<file path="src/rtl/chip_bus_cycle_if.sv">
// CPU-side request and chip-bus strobe signals between the decoder/CPU side and chip_bus_cycle.
// Spec signal names are kept so the bus reads like the board schematic.
interface chip_bus_cycle_if;
  logic CLK7;
  logic nTS;
  logic RnW;
  logic nRAMSPACE;
  logic nREGSPACE;
  logic DBR;
  logic nCHIP_AS;
  logic nCHIP_DS;
  logic CHIP_RnW;
  logic DRDLE;
  logic TACK;
  logic BUSY;
  logic nBERR;

  modport master (
    output CLK7, nTS, RnW, nRAMSPACE, nREGSPACE, DBR,
    input  nCHIP_AS, nCHIP_DS, CHIP_RnW, DRDLE, TACK, BUSY, nBERR
  );

  modport slave (
    input  CLK7, nTS, RnW, nRAMSPACE, nREGSPACE, DBR,
    output nCHIP_AS, nCHIP_DS, CHIP_RnW, DRDLE, TACK, BUSY, nBERR
  );
endinterface

</file>
<file path="src/rtl/chip_bus_cycle.sv">
// Chip RAM/register bus cycle: waits for a free DMA slot, drives AS/DS aligned to CLK7, pulses TACK.
// Latency: 3-clk CLK7 sync + STROBE_EDGES CLK7 periods + 1 clk; one extra request may queue as pending.
// Optional CHIP_TIMEOUT_EN: WAIT_SLOT gives up after TIMEOUT clocks with a one-cycle nBERR pulse.
module chip_bus_cycle #(
  parameter int STROBE_EDGES = 2,
  parameter int RECOVER_CLKS = 2,
  parameter int TIMEOUT      = 255
) (
  input logic              CLK40,
  input logic              nRESET,
  chip_bus_cycle_if.slave  bus
);

  typedef enum logic [2:0] {IDLE, WAIT_SLOT, STROBE, ACK, RECOVER} state_t;

  localparam logic [2:0] STR_LAST = 3'(STROBE_EDGES - 1);
  localparam logic [3:0] REC_LAST = 4'(RECOVER_CLKS - 1);

  state_t     state_q, state_nxt;
  logic       c7_s1, c7_s2, c7_s3, c7_rise;
  logic       pending_q, pending_rnw_q;
  logic [2:0] str_cnt_q;
  logic [3:0] rec_cnt_q;
  logic       as_n_q, ds_n_q, rnw_q, drdle_q, tack_q, busy_q;
  logic       as_n_nxt, ds_n_nxt, drdle_nxt, tack_nxt, busy_nxt, strobing_nxt;
  logic       start, timeout_hit;

  assign start = !bus.nTS && (!bus.nRAMSPACE || !bus.nREGSPACE);

`ifdef CHIP_TIMEOUT_EN
  localparam logic [7:0] TO_LAST = 8'(TIMEOUT - 1);
  logic [7:0] to_cnt_q;
  logic       berr_n_q;

  assign timeout_hit = (to_cnt_q == TO_LAST);

  always_ff @(posedge CLK40) begin
    if (!nRESET) begin
      to_cnt_q <= 8'd0;
      berr_n_q <= 1'b1;
    end else begin
      if (state_q != WAIT_SLOT)
        to_cnt_q <= 8'd0;
      else if (to_cnt_q != 8'hff)
        to_cnt_q <= to_cnt_q + 8'd1;
      // Leaving WAIT_SLOT straight to IDLE only happens on timeout.
      berr_n_q <= !(state_q == WAIT_SLOT && state_nxt == IDLE);
    end
  end

  assign bus.nBERR = berr_n_q;
`else
  assign timeout_hit = 1'b0;
  assign bus.nBERR   = 1'b1;
`endif

  always_comb begin
    state_nxt = state_q;
    case (state_q)
      IDLE:      if (pending_q || start) state_nxt = WAIT_SLOT;
      // DBR has priority over a coincident CLK7 edge.
      WAIT_SLOT: if (c7_rise && !bus.DBR) state_nxt = STROBE;
                 else if (timeout_hit)    state_nxt = IDLE;
      STROBE:    if (c7_rise && str_cnt_q == STR_LAST) state_nxt = ACK;
      ACK:       state_nxt = RECOVER;
      RECOVER:   if (rec_cnt_q == REC_LAST) state_nxt = IDLE;
      default:   state_nxt = IDLE;
    endcase

    strobing_nxt = (state_nxt == STROBE) || (state_nxt == ACK);
    as_n_nxt     = !strobing_nxt;
    // Writes hold off DS one clock so data is stable before the strobe.
    ds_n_nxt     = !(strobing_nxt && (rnw_q || state_q == STROBE || state_q == ACK));
    tack_nxt     = (state_nxt == ACK);
    drdle_nxt    = tack_nxt && rnw_q;
    busy_nxt     = (state_nxt != IDLE);
  end

  always_ff @(posedge CLK40) begin
    if (!nRESET) begin
      state_q       <= IDLE;
      c7_s1         <= 1'b0;
      c7_s2         <= 1'b0;
      c7_s3         <= 1'b0;
      c7_rise       <= 1'b0;
      pending_q     <= 1'b0;
      pending_rnw_q <= 1'b1;
      str_cnt_q     <= 3'd0;
      rec_cnt_q     <= 4'd0;
      rnw_q         <= 1'b1;
      as_n_q        <= 1'b1;
      ds_n_q        <= 1'b1;
      drdle_q       <= 1'b0;
      tack_q        <= 1'b0;
      busy_q        <= 1'b0;
    end else begin
      state_q <= state_nxt;
      c7_s1   <= bus.CLK7;
      c7_s2   <= c7_s1;
      c7_s3   <= c7_s2;
      c7_rise <= c7_s2 && !c7_s3;

      if (state_q == IDLE && pending_q) begin
        rnw_q         <= pending_rnw_q;
        pending_q     <= start;
        pending_rnw_q <= bus.RnW;
      end else if (state_q == IDLE) begin
        if (start) rnw_q <= bus.RnW;
      end else if (start) begin
        pending_q     <= 1'b1;
        pending_rnw_q <= bus.RnW;
      end

      if (state_q != STROBE)
        str_cnt_q <= 3'd0;
      else if (c7_rise && str_cnt_q != 3'd7)
        str_cnt_q <= str_cnt_q + 3'd1;

      if (state_q != RECOVER)
        rec_cnt_q <= 4'd0;
      else if (rec_cnt_q != 4'd15)
        rec_cnt_q <= rec_cnt_q + 4'd1;

      as_n_q  <= as_n_nxt;
      ds_n_q  <= ds_n_nxt;
      drdle_q <= drdle_nxt;
      tack_q  <= tack_nxt;
      busy_q  <= busy_nxt;
    end
  end

  assign bus.nCHIP_AS = as_n_q;
  assign bus.nCHIP_DS = ds_n_q;
  assign bus.CHIP_RnW = rnw_q;
  assign bus.DRDLE    = drdle_q;
  assign bus.TACK     = tack_q;
  assign bus.BUSY     = busy_q;

  a_param_range: assert property (@(posedge CLK40)
    (STROBE_EDGES >= 1 && STROBE_EDGES <= 7) && (RECOVER_CLKS >= 1 && RECOVER_CLKS <= 15) &&
    (TIMEOUT >= 1 && TIMEOUT <= 255));

  // Only one queued request is held; a third overlapping start loses the older one.
  a_single_pending: assert property (@(posedge CLK40) disable iff (!nRESET)
    !(start && pending_q && state_q != IDLE));

endmodule

</file>
<file path="src/flat_wrapper.sv">
// flat-port wrapper written by rule: the top's interface ports become plain ports
module chip_bus_cycle_flat 
#(
  parameter int STROBE_EDGES = 2,
  parameter int RECOVER_CLKS = 2,
  parameter int TIMEOUT      = 255
)
  (CLK40, nRESET, bus_CLK7, bus_nTS, bus_RnW, bus_nRAMSPACE, bus_nREGSPACE, bus_DBR, bus_nCHIP_AS, bus_nCHIP_DS, bus_CHIP_RnW, bus_DRDLE, bus_TACK, bus_BUSY, bus_nBERR);
  chip_bus_cycle_if bus_i ();
  input logic CLK40;
  input logic nRESET;
  input wire logic [$bits(bus_i.CLK7)-1:0] bus_CLK7;
  input wire logic [$bits(bus_i.nTS)-1:0] bus_nTS;
  input wire logic [$bits(bus_i.RnW)-1:0] bus_RnW;
  input wire logic [$bits(bus_i.nRAMSPACE)-1:0] bus_nRAMSPACE;
  input wire logic [$bits(bus_i.nREGSPACE)-1:0] bus_nREGSPACE;
  input wire logic [$bits(bus_i.DBR)-1:0] bus_DBR;
  output wire logic [$bits(bus_i.nCHIP_AS)-1:0] bus_nCHIP_AS;
  output wire logic [$bits(bus_i.nCHIP_DS)-1:0] bus_nCHIP_DS;
  output wire logic [$bits(bus_i.CHIP_RnW)-1:0] bus_CHIP_RnW;
  output wire logic [$bits(bus_i.DRDLE)-1:0] bus_DRDLE;
  output wire logic [$bits(bus_i.TACK)-1:0] bus_TACK;
  output wire logic [$bits(bus_i.BUSY)-1:0] bus_BUSY;
  output wire logic [$bits(bus_i.nBERR)-1:0] bus_nBERR;
  assign bus_i.CLK7 = bus_CLK7;
  assign bus_i.nTS = bus_nTS;
  assign bus_i.RnW = bus_RnW;
  assign bus_i.nRAMSPACE = bus_nRAMSPACE;
  assign bus_i.nREGSPACE = bus_nREGSPACE;
  assign bus_i.DBR = bus_DBR;
  assign bus_nCHIP_AS = bus_i.nCHIP_AS;
  assign bus_nCHIP_DS = bus_i.nCHIP_DS;
  assign bus_CHIP_RnW = bus_i.CHIP_RnW;
  assign bus_DRDLE = bus_i.DRDLE;
  assign bus_TACK = bus_i.TACK;
  assign bus_BUSY = bus_i.BUSY;
  assign bus_nBERR = bus_i.nBERR;
  chip_bus_cycle #(.STROBE_EDGES(STROBE_EDGES), .RECOVER_CLKS(RECOVER_CLKS), .TIMEOUT(TIMEOUT)) u_core (.CLK40(CLK40), .nRESET(nRESET), .bus(bus_i));
endmodule
</file>
<file path="config.mk">
export PLATFORM = sky130hd
export DESIGN_NAME = chip_bus_cycle_flat
export DESIGN_NICKNAME = d
export VERILOG_FILES = /design/src/rtl/chip_bus_cycle_if.sv /design/src/rtl/chip_bus_cycle.sv /design/src/flat_wrapper.sv
export SDC_FILE = /design/constraint.sdc
export NUM_CORES = 1
export LEC_CHECK = 0
export ABC_CLOCK_PERIOD_IN_PS = 1600
export BUFFER_PORTS_ARGS = -buffer_cell sky130_fd_sc_hd__buf_2
export CORE_MARGIN = 2
export CORE_UTILIZATION = 45
export DETAILED_ROUTE_END_ITERATION = 7
export PLACE_DENSITY = 0.69
export SYNTH_ARGS = -nofsm -noshare
export SYNTH_HDL_FRONTEND = slang
export SYNTH_SLANG_ARGS = --single-unit
</file>
<file path="constraint.sdc">
create_clock -name CLK40 -period 1.6 [get_ports CLK40]
set_input_delay 0.08 -clock CLK40 [delete_from_list [all_inputs] [get_ports CLK40]]
set_output_delay 0.08 -clock CLK40 [all_outputs]
set_load 0.01 [all_outputs]
</file>
==> impl_metrics.ini, run 1 <==
[power]
power.density_nw_per_um2 = 971
p_leak_nw = 0.456
fin_total_pwr_mw = 1.07
peakVddDrop_mv = 0.539

[sta]
max_freq_mhz = 652
period_needed_ns = 1.53
finalCritPeriodShare_pct = 95.9
hold_viol_final = 0
rsz0062_at_grt = false
slew_violations = 0
setup_tns_ns = 0
setup_violations = 0
skew_ns = 0.0121

[synthesis]
synth_edf_count = 0
yosysSeqAreaShare_pct = 46.5
yosysUniqueCellTypes = 36
synthFlopType = dfxtp_1
synth_area_um2 = 947
syn_nets = 104
avgSynthCellArea_um2 = 10.4
ys_seq_elements = 22
ys.warnings.count = 0
async_flop_share_pct = 0
synth_cells = 91

[global_route]
grt_pass1_vias = 594
grt_max_degree = 14
grt_pass1_wl_um = 2480
grt_remaining_overflow = 0
antenna_found_initial = 0
grt.total_usage_pct = 13.0

[die]
die-area_um2 = 2490
boundaryPins = 15
die_y_um = 49.9
die_w_um = 49.9
rows = 16
design.core.area_um2 = 1980
initial_core_util_pct = 47.8

[clock_tree]
clkLatencyLatePin_ns = 0.31
path_clk_slew_ns = 0.13
cts-root-buf = clkbuf_4
cts_tree = built
numCtsBuffers = 3
clock-sinks = 22
cts_setup_buffers = 0
clock_path_buffers = 2
htree_levels = 1

[cells_and_area]
ff_latch_area_um2 = 440
layout.nets = 122
largest_register_ffs = 4
antennaDiodeCount = 0
num-fill-cells = 178
final_cells = 135
largest_registers = u_core.rec_cnt_q (4), u_core.state_q (3), u_core.str_cnt_q (3)
utilization_pct = 55.9
drive_gt1_share_pct = 26.9
regMostFlops = u_core.rec_cnt_q
syn_to_final_growth_pct = 16.9
multi_input_area_um2 = 480

[critical_path]
end_kind = flop
setup.worst_path.start_class = flop
slowest_delay_ns = 0.38
path_cells = inv_1 -> ha_1 -> and3b_2 -> a22oi_2 -> a21boi_2 -> or3_1
cp.arrival_ns = 1.74
critical_path_buf_inv_count = 1
cp_slowest_cell = dfxtp_1
cp_max_fo = 3
path_class = reg2reg
critPathTopFamily = simple AND/OR/NAND/NOR gates
crit_required_ns = 1.80

[drt]
vias_per_cell = 4.70
wl_um = 1410
first_pass_iters = 1
antenna_left = 0
routed-via-count = 635
first_iter_violations = 0
wl_per_cell_um = 10.4
drc = 0

[placement]
hpwl_um = 1110
globalplace.congestion = 0.764
portBuffers = 13
place_inst = 129

[flow_run]
cap_violations = 0

[worst_hold_path]
hold_path.class = in2reg

[outcome]
status = finished clean
-- cells in the mapped netlist, types with 2 or more instances --
library cell   n  area (um2)
and2_1         5        31.3
inv_2          2        7.51
o21ai_0        2        10.0
nand3_1        2        10.0
nand2_1        5        18.8
nor2_1         8        30.0
nand2b_1       2        12.5
inv_1          2        7.51
dfxtp_1       22         440
nor2b_1        5        31.3
xnor2_1        2        17.5
nor3b_1        2        15.0
mux2i_1        3        30.0
ha_1           5        62.6
a211oi_1       3        22.5
-- layer usage --
metal  GRT usage [%]  part of all wire [%]  up-vias
met3            3.64                   3.6        0
met2            20.4                    48       11
li1                -                     -      343
met1            17.3                    48      281
met4            4.17                     0        0
met5               0                     0        -
-- logic make-up (layout without fill, tap and decap cells) --
family                   Yosys count  after routing  synth area share [%]
AO/OA/AOI/OAI                     15             15                  13.1
XOR/XNOR                           2              2                  1.85
adder cells (fa/ha/maj)            6              6                  7.79
buffers and inverters              6             23                  2.77
flip-flops                        22             22                  46.5
multiplexers                       3              3                  3.17
other                              1              1                 0.396
AND/OR/NAND/NOR                   36             36                  24.4
-- cell usage in the layout, fill, tap and decap left out, types with 2 or more instances in the layout --
master / n
a211oi_1: 3
and2_1: 5
buf_2: 13
clkbuf_4: 3
dfxtp_1: 22
dlygate4sd3_1: 2
ha_1: 5
inv_1: 2
inv_2: 2
mux2i_1: 3
nand2_1: 5
nand2b_1: 2
nand3_1: 2
nor2_1: 8
nor2b_1: 5
nor3b_1: 2
o21ai_0: 2
xnor2_1: 2
-- metrics by stage --
stage               area, um2  worst slack, ns  hold slack, ns
finish                   1110           0.0653          0.0218
global route             1110          0.00298          0.0338
CTS                      1110           0.0554          0.0164
detailed placement       1030           0.0574           0.294
global placement         1030            0.106           0.288
floorplan                 947            0.137           0.205
-- report_power, final --
group / leakage [nW] / total [mW] / switching, mW / internal, mW
Clock: 0.0279 / 0.417 / 0.164 / 0.253
Combinational: 0.249 / 0.0802 / 0.0380 / 0.0422
Sequential: 0.179 / 0.577 / 0.0140 / 0.563
Total: 0.456 / 1.07 / 0.216 / 0.859
-- timing repair --
item                                   4_1_cts  5_1_grt
resized for setup                            0        0
hold buffers                                 2        0
endpoints found under the hold margin        2        0
-- final timing paths --
path,from,to,slack (ns),depth (start not counted)
worst max-delay path,u_core.str_cnt_q[1],u_core.bus.BUSY,0.07,6
worst min-delay path,nRESET,u_core.pending_rnw_q,0.02,2
worst max register to register,u_core.str_cnt_q[1],u_core.bus.BUSY,0.07,6
worst min register to register,u_core.c7_s3,u_core.c7_rise,0.40,1
-- final cells by class --
cell class	instances	share of cell area, %
multi-input combinational	63	43.4
timing repair buffer	15	7.68
sequential	22	39.8
clock buffer	3	2.03
clock inverter	1	2.71
inverter	4	1.36
tap	27	3.05
No activity file was read; power rests on OpenSTA's default activity.
==> inputs of run 2 (changes only) <==
--- a/config.mk
+++ b/config.mk
@@ -5,11 +5,11 @@
 export SDC_FILE = /design/constraint.sdc
 export NUM_CORES = 1
 export LEC_CHECK = 0
-export ABC_CLOCK_PERIOD_IN_PS = 1600
+export ABC_CLOCK_PERIOD_IN_PS = 1670
 export BUFFER_PORTS_ARGS = -buffer_cell sky130_fd_sc_hd__buf_2
-export CORE_MARGIN = 2
 export CORE_UTILIZATION = 45
 export DETAILED_ROUTE_END_ITERATION = 7
+export MAX_ROUTING_LAYER = met4
 export PLACE_DENSITY = 0.69
 export SYNTH_ARGS = -nofsm -noshare
 export SYNTH_HDL_FRONTEND = slang
==> constraint.sdc (replaced) <==
create_clock -name CLK40 -period 1.67 [get_ports CLK40]
set_input_delay 0.0835 -clock CLK40 [delete_from_list [all_inputs] [get_ports CLK40]]
set_output_delay 0.0835 -clock CLK40 [all_outputs]
set_load 0.01 [all_outputs]
==> impl_metrics.ini, run 2 (synthesis gave the netlist of run 1 again) <==
[cells_and_area]
syn_to_final_growth_pct = 15.2
final_cell_area_um2 = 1090
most-common-layout-cells = 22 x dfxtp_1, 13 x buf_2, 8 x nor2_1
layout.nets = 122
utilization_pct = 55.6
ff_latch_area_um2 = 440
multi_input_area_um2 = 480
drive_gt1_share_pct = 26.9
regMostFlops = u_core.rec_cnt_q
layout_commonest_cell = dfxtp_1
antennaDiodeCount = 0
largest_registers = u_core.rec_cnt_q (4), u_core.state_q (3), u_core.str_cnt_q (3)
num-fill-cells = 198
largest_register_ffs = 4
final_cells = 135

[sta]
skew_ns = 0.00564
setup_violations = 0
slew_violations = 0
hold_viol_final = 0
finalCritPeriodShare_pct = 92.3
max_freq_mhz = 648
period_needed_ns = 1.54
setup_tns_ns = 0
rsz0062_at_grt = false
finalWorstSetupSlack_ns = 0.128
hold_slack_ns = 0.0296

[die]
die_y_um = 47.9
rows = 16
die_w_um = 47.9
design.core.area_um2 = 1960
initial_core_util_pct = 48.3
boundaryPins = 15
die-area_um2 = 2290

[global_route]
grt_pass1_wl_um = 2390
grt_max_degree = 13
antenna_found_initial = 0
grt_pass1_vias = 562
grt.total_usage_pct = 16.1
grt_remaining_overflow = 0

[critical_path]
rr_startpoint = u_core.str_cnt_q[1]
cp.arrival_ns = 1.74
critPathLaunch = u_core.str_cnt_q[1]
path_class = reg2reg
end_kind = flop
setup.worst_path.start_class = flop
crit_required_ns = 1.87
cp_max_fo = 3

[placement]
place_area_um2 = 1030
globalplace.congestion = 0.762
place_inst = 129
dp_slack_ns = 0.127
portBuffers = 13
hpwl_um = 1050

[drt]
routed-via-count = 650
antenna_left = 0
wl_um = 1370
vias_per_cell = 4.81
wl_per_cell_um = 10.1
first_iter_violations = 5
drc = 0
first_pass_iters = 4

[flow_run]
cap_violations = 0

[clock_tree]
numCtsBuffers = 3
cts-root-buf = clkbuf_4
post_cts_resized = 0
cts_tree = built
htree_levels = 1
clock_path_buffers = 2
clkLatencyLatePin_ns = 0.31
path_clk_slew_ns = 0.12
clock-sinks = 22
cts_hold_buf = 2
cts_setup_buffers = 0

[worst_hold_path]
min_from = nRESET
hold_path.class = in2reg

[power]
fin_total_pwr_uw = 916
power.density_nw_per_um2 = 839
peakVddDrop_mv = 0.557
p_leak_nw = 0.449

[outcome]
status = finished clean
[run 2: critical path, cell delays in order (launching register included)]
cell,delay [ns]
dfxtp_1,0.36
inv_1,0.05
ha_1,0.17
and3b_2,0.19
a22oi_2,0.24
a21boi_2,0.09
or3_1,0.34
[run 2: cell type report]
class / count / share of cell area, %
Multi-Input combinational cell: 63 / 44.0
Sequential cell: 22 / 40.4
Timing Repair Buffer: 15 / 7.80
Clock buffer: 4 / 3.33
Tap cell: 27 / 3.10
Inverter: 4 / 1.38
[run 2: power breakdown]
group	internal, mW	switching, mW
clock network	0.133	0.154
logic	0.0404	0.0361
registers	0.540	0.0124
total	0.713	0.203
[run 2: routing by layer]
metal  up-vias  share of wire [%]  GRT usage [%]
met5         -                  0              -
met4         0                1.9           8.33
met3         4                5.0           6.79
met2        14                 46           23.5
met1       288                 47           18.5
li1        344                  -              -
[run 2: worst paths after layout]
check / end / slack (ns) / cells past startpoint
worst max-delay path: u_core.bus.BUSY / 0.13 / 6
worst min-delay path: u_core.pending_rnw_q / 0.03 / 2
worst max register to register: u_core.bus.BUSY / 0.13 / 6
worst min register to register: u_core.c7_rise / 0.39 / 1
==> inputs of run 3 (changes only) <==
--- a/config.mk
+++ b/config.mk
@@ -6,7 +6,7 @@
 export NUM_CORES = 1
 export LEC_CHECK = 0
 export ABC_CLOCK_PERIOD_IN_PS = 1670
-export BUFFER_PORTS_ARGS = -buffer_cell sky130_fd_sc_hd__buf_2
+export BUFFER_PORTS_ARGS = -buffer_cell sky130_fd_sc_hd__clkbuf_2
 export CORE_UTILIZATION = 45
 export DETAILED_ROUTE_END_ITERATION = 7
 export MAX_ROUTING_LAYER = met4
==> impl_metrics.ini, run 3 (synthesis gave the netlist of run 1 again) <==
[outcome]
status = finished clean

[cells_and_area]
largest_registers = u_core.rec_cnt_q (4), u_core.state_q (3), u_core.str_cnt_q (3)
largest_register_ffs = 4
multi_input_area_um2 = 480
drive_gt1_share_pct = 26.9
layout.nets = 122
antennaDiodeCount = 0
most-common-layout-cells = 22 x dfxtp_1, 13 x clkbuf_2, 8 x nor2_1
num-fill-cells = 208
regMostFlops = u_core.rec_cnt_q
layout_commonest_cell = dfxtp_1
ff_latch_area_um2 = 440
syn_to_final_growth_pct = 15.2

[die]
rows = 16
die-area_um2 = 2290
boundaryPins = 15
design.core.area_um2 = 1960
die_w_um = 47.9
die_y_um = 47.9
initial_core_util_pct = 48.3

[global_route]
antenna_found_initial = 0
grt_pass1_wl_um = 2290
grt_max_degree = 13
grt_pass1_vias = 566
grt_remaining_overflow = 0
grt.total_usage_pct = 15.1

[critical_path]
r2r_slack_ns = 0.15
critPathTopFamily = simple AND/OR/NAND/NOR gates
cp.arrival_ns = 1.71
path_cells = inv_1 -> ha_1 -> and3b_2 -> a22oi_2 -> a21boi_2 -> or3_1
critPathLaunch = u_core.str_cnt_q[1]
slowest_delay_ns = 0.36
setup.worst_path.start_class = flop
ff2ff_path_depth = 6
crit_required_ns = 1.86
endpoint = u_core.bus.BUSY
end_kind = flop
cp_slowest_cell = dfxtp_1
rr_startpoint = u_core.str_cnt_q[1]
path_class = reg2reg
timing.rr.end = u_core.bus.BUSY
path_depth = 6
cp_max_fo = 3
critical_path_buf_inv_count = 1

[drt]
first_pass_iters = 4
wl_um = 1400
drc = 0
vias_per_cell = 4.99
first_iter_violations = 9
wl_per_cell_um = 10.3
routed-via-count = 673
antenna_left = 0

[clock_tree]
post_cts_resized = 0
clock-sinks = 22
numCtsBuffers = 3
htree_levels = 1
cts_tree = built
clkLatencyLatePin_ns = 0.29
path_clk_slew_ns = 0.11
cts_setup_buffers = 0
clock_path_buffers = 2
cts-root-buf = clkbuf_4

[power]
power.switching_uw = 194
intPower_uw = 713
power.density_nw_per_um2 = 831
sw_frac_of_total_pct = 21.4
power_frac_clock_pct = 30.5
p_leak_nw = 0.452
p_seq_share_pct = 61.0
comb_power_share_pct = 8.5
peakVddDrop_mv = 0.642

[sta]
max_freq_mhz = 657
skew_ns = 0.00272
finalWorstSetupSlack_ns = 0.149
finalCritPeriodShare_pct = 91.1
setup_violations = 0
period_needed_ns = 1.52
setup_tns_ns = 0
rsz0062_at_grt = false
hold_viol_final = 0
slew_violations = 0

[placement]
dp_slack_ns = 0.145
hpwl_um = 1080
portBuffers = 13
globalplace.congestion = 0.779

[flow_run]
cap_violations = 0

[worst_hold_path]
hold_path.class = in2reg
==> run 3: final cells by class <==
class	count	share of cell area (%)
multi-input cells	63	44.0
flip-flops and latches	22	40.4
repair buffers	15	7.80
clock buffers	4	3.33
well taps	27	3.10
inverters	4	1.38
==> run 3: power by group through the flow <==
stage	logic [mW]	clock network [mW]	registers, mW
after floorplan	0.0520	0	0.565
after global placement	0.0723	0	0.565
after detailed placement	0.0743	0	0.565
after CTS	0.0782	0.292	0.553
after global routing	0.0870	0.315	0.555
final	0.0770	0.277	0.553
==> run 3: metal layers <==
layer  track usage [%]  wire length (um)
met1              17.3               647
met2              24.1               691
met3              3.40                43
met4              8.33                12
met5                 -                 0
==> run 3: how the worst min path moves through the flow <==
stage                  start              endpoint  slack [ns]  depth (start not counted)
floorplan            bus_RnW  u_core.pending_rnw_q        0.21                          2
CTS                   nRESET  u_core.pending_rnw_q        0.07                          2
detailed placement  bus_CLK7          u_core.c7_s1        0.30                          2
global route          nRESET  u_core.pending_rnw_q        0.07                          2
finish                nRESET  u_core.pending_rnw_q        0.07                          2
global placement    bus_CLK7          u_core.c7_s1        0.29                          2
==> run 3: stage by stage <==
stage                     cell area (um2)  utilization (%)  hold slack (ns)  std cells  total power, mW
after detailed placement             1030             52.7            0.296        129            0.640
after CTS                            1090             55.6           0.0686        135            0.924
after global routing                 1090             55.6           0.0739        135            0.958
after floorplan                       947                -            0.209         91            0.617
final                                1090             55.6           0.0702        135            0.907
after global placement               1030             52.7            0.290        129            0.637
==> run 3: timing repair <==
item,4_1_cts,5_1_grt
endpoints found under the hold margin,2,0
setup endpoints to repair,0,0
hold buffers,2,0
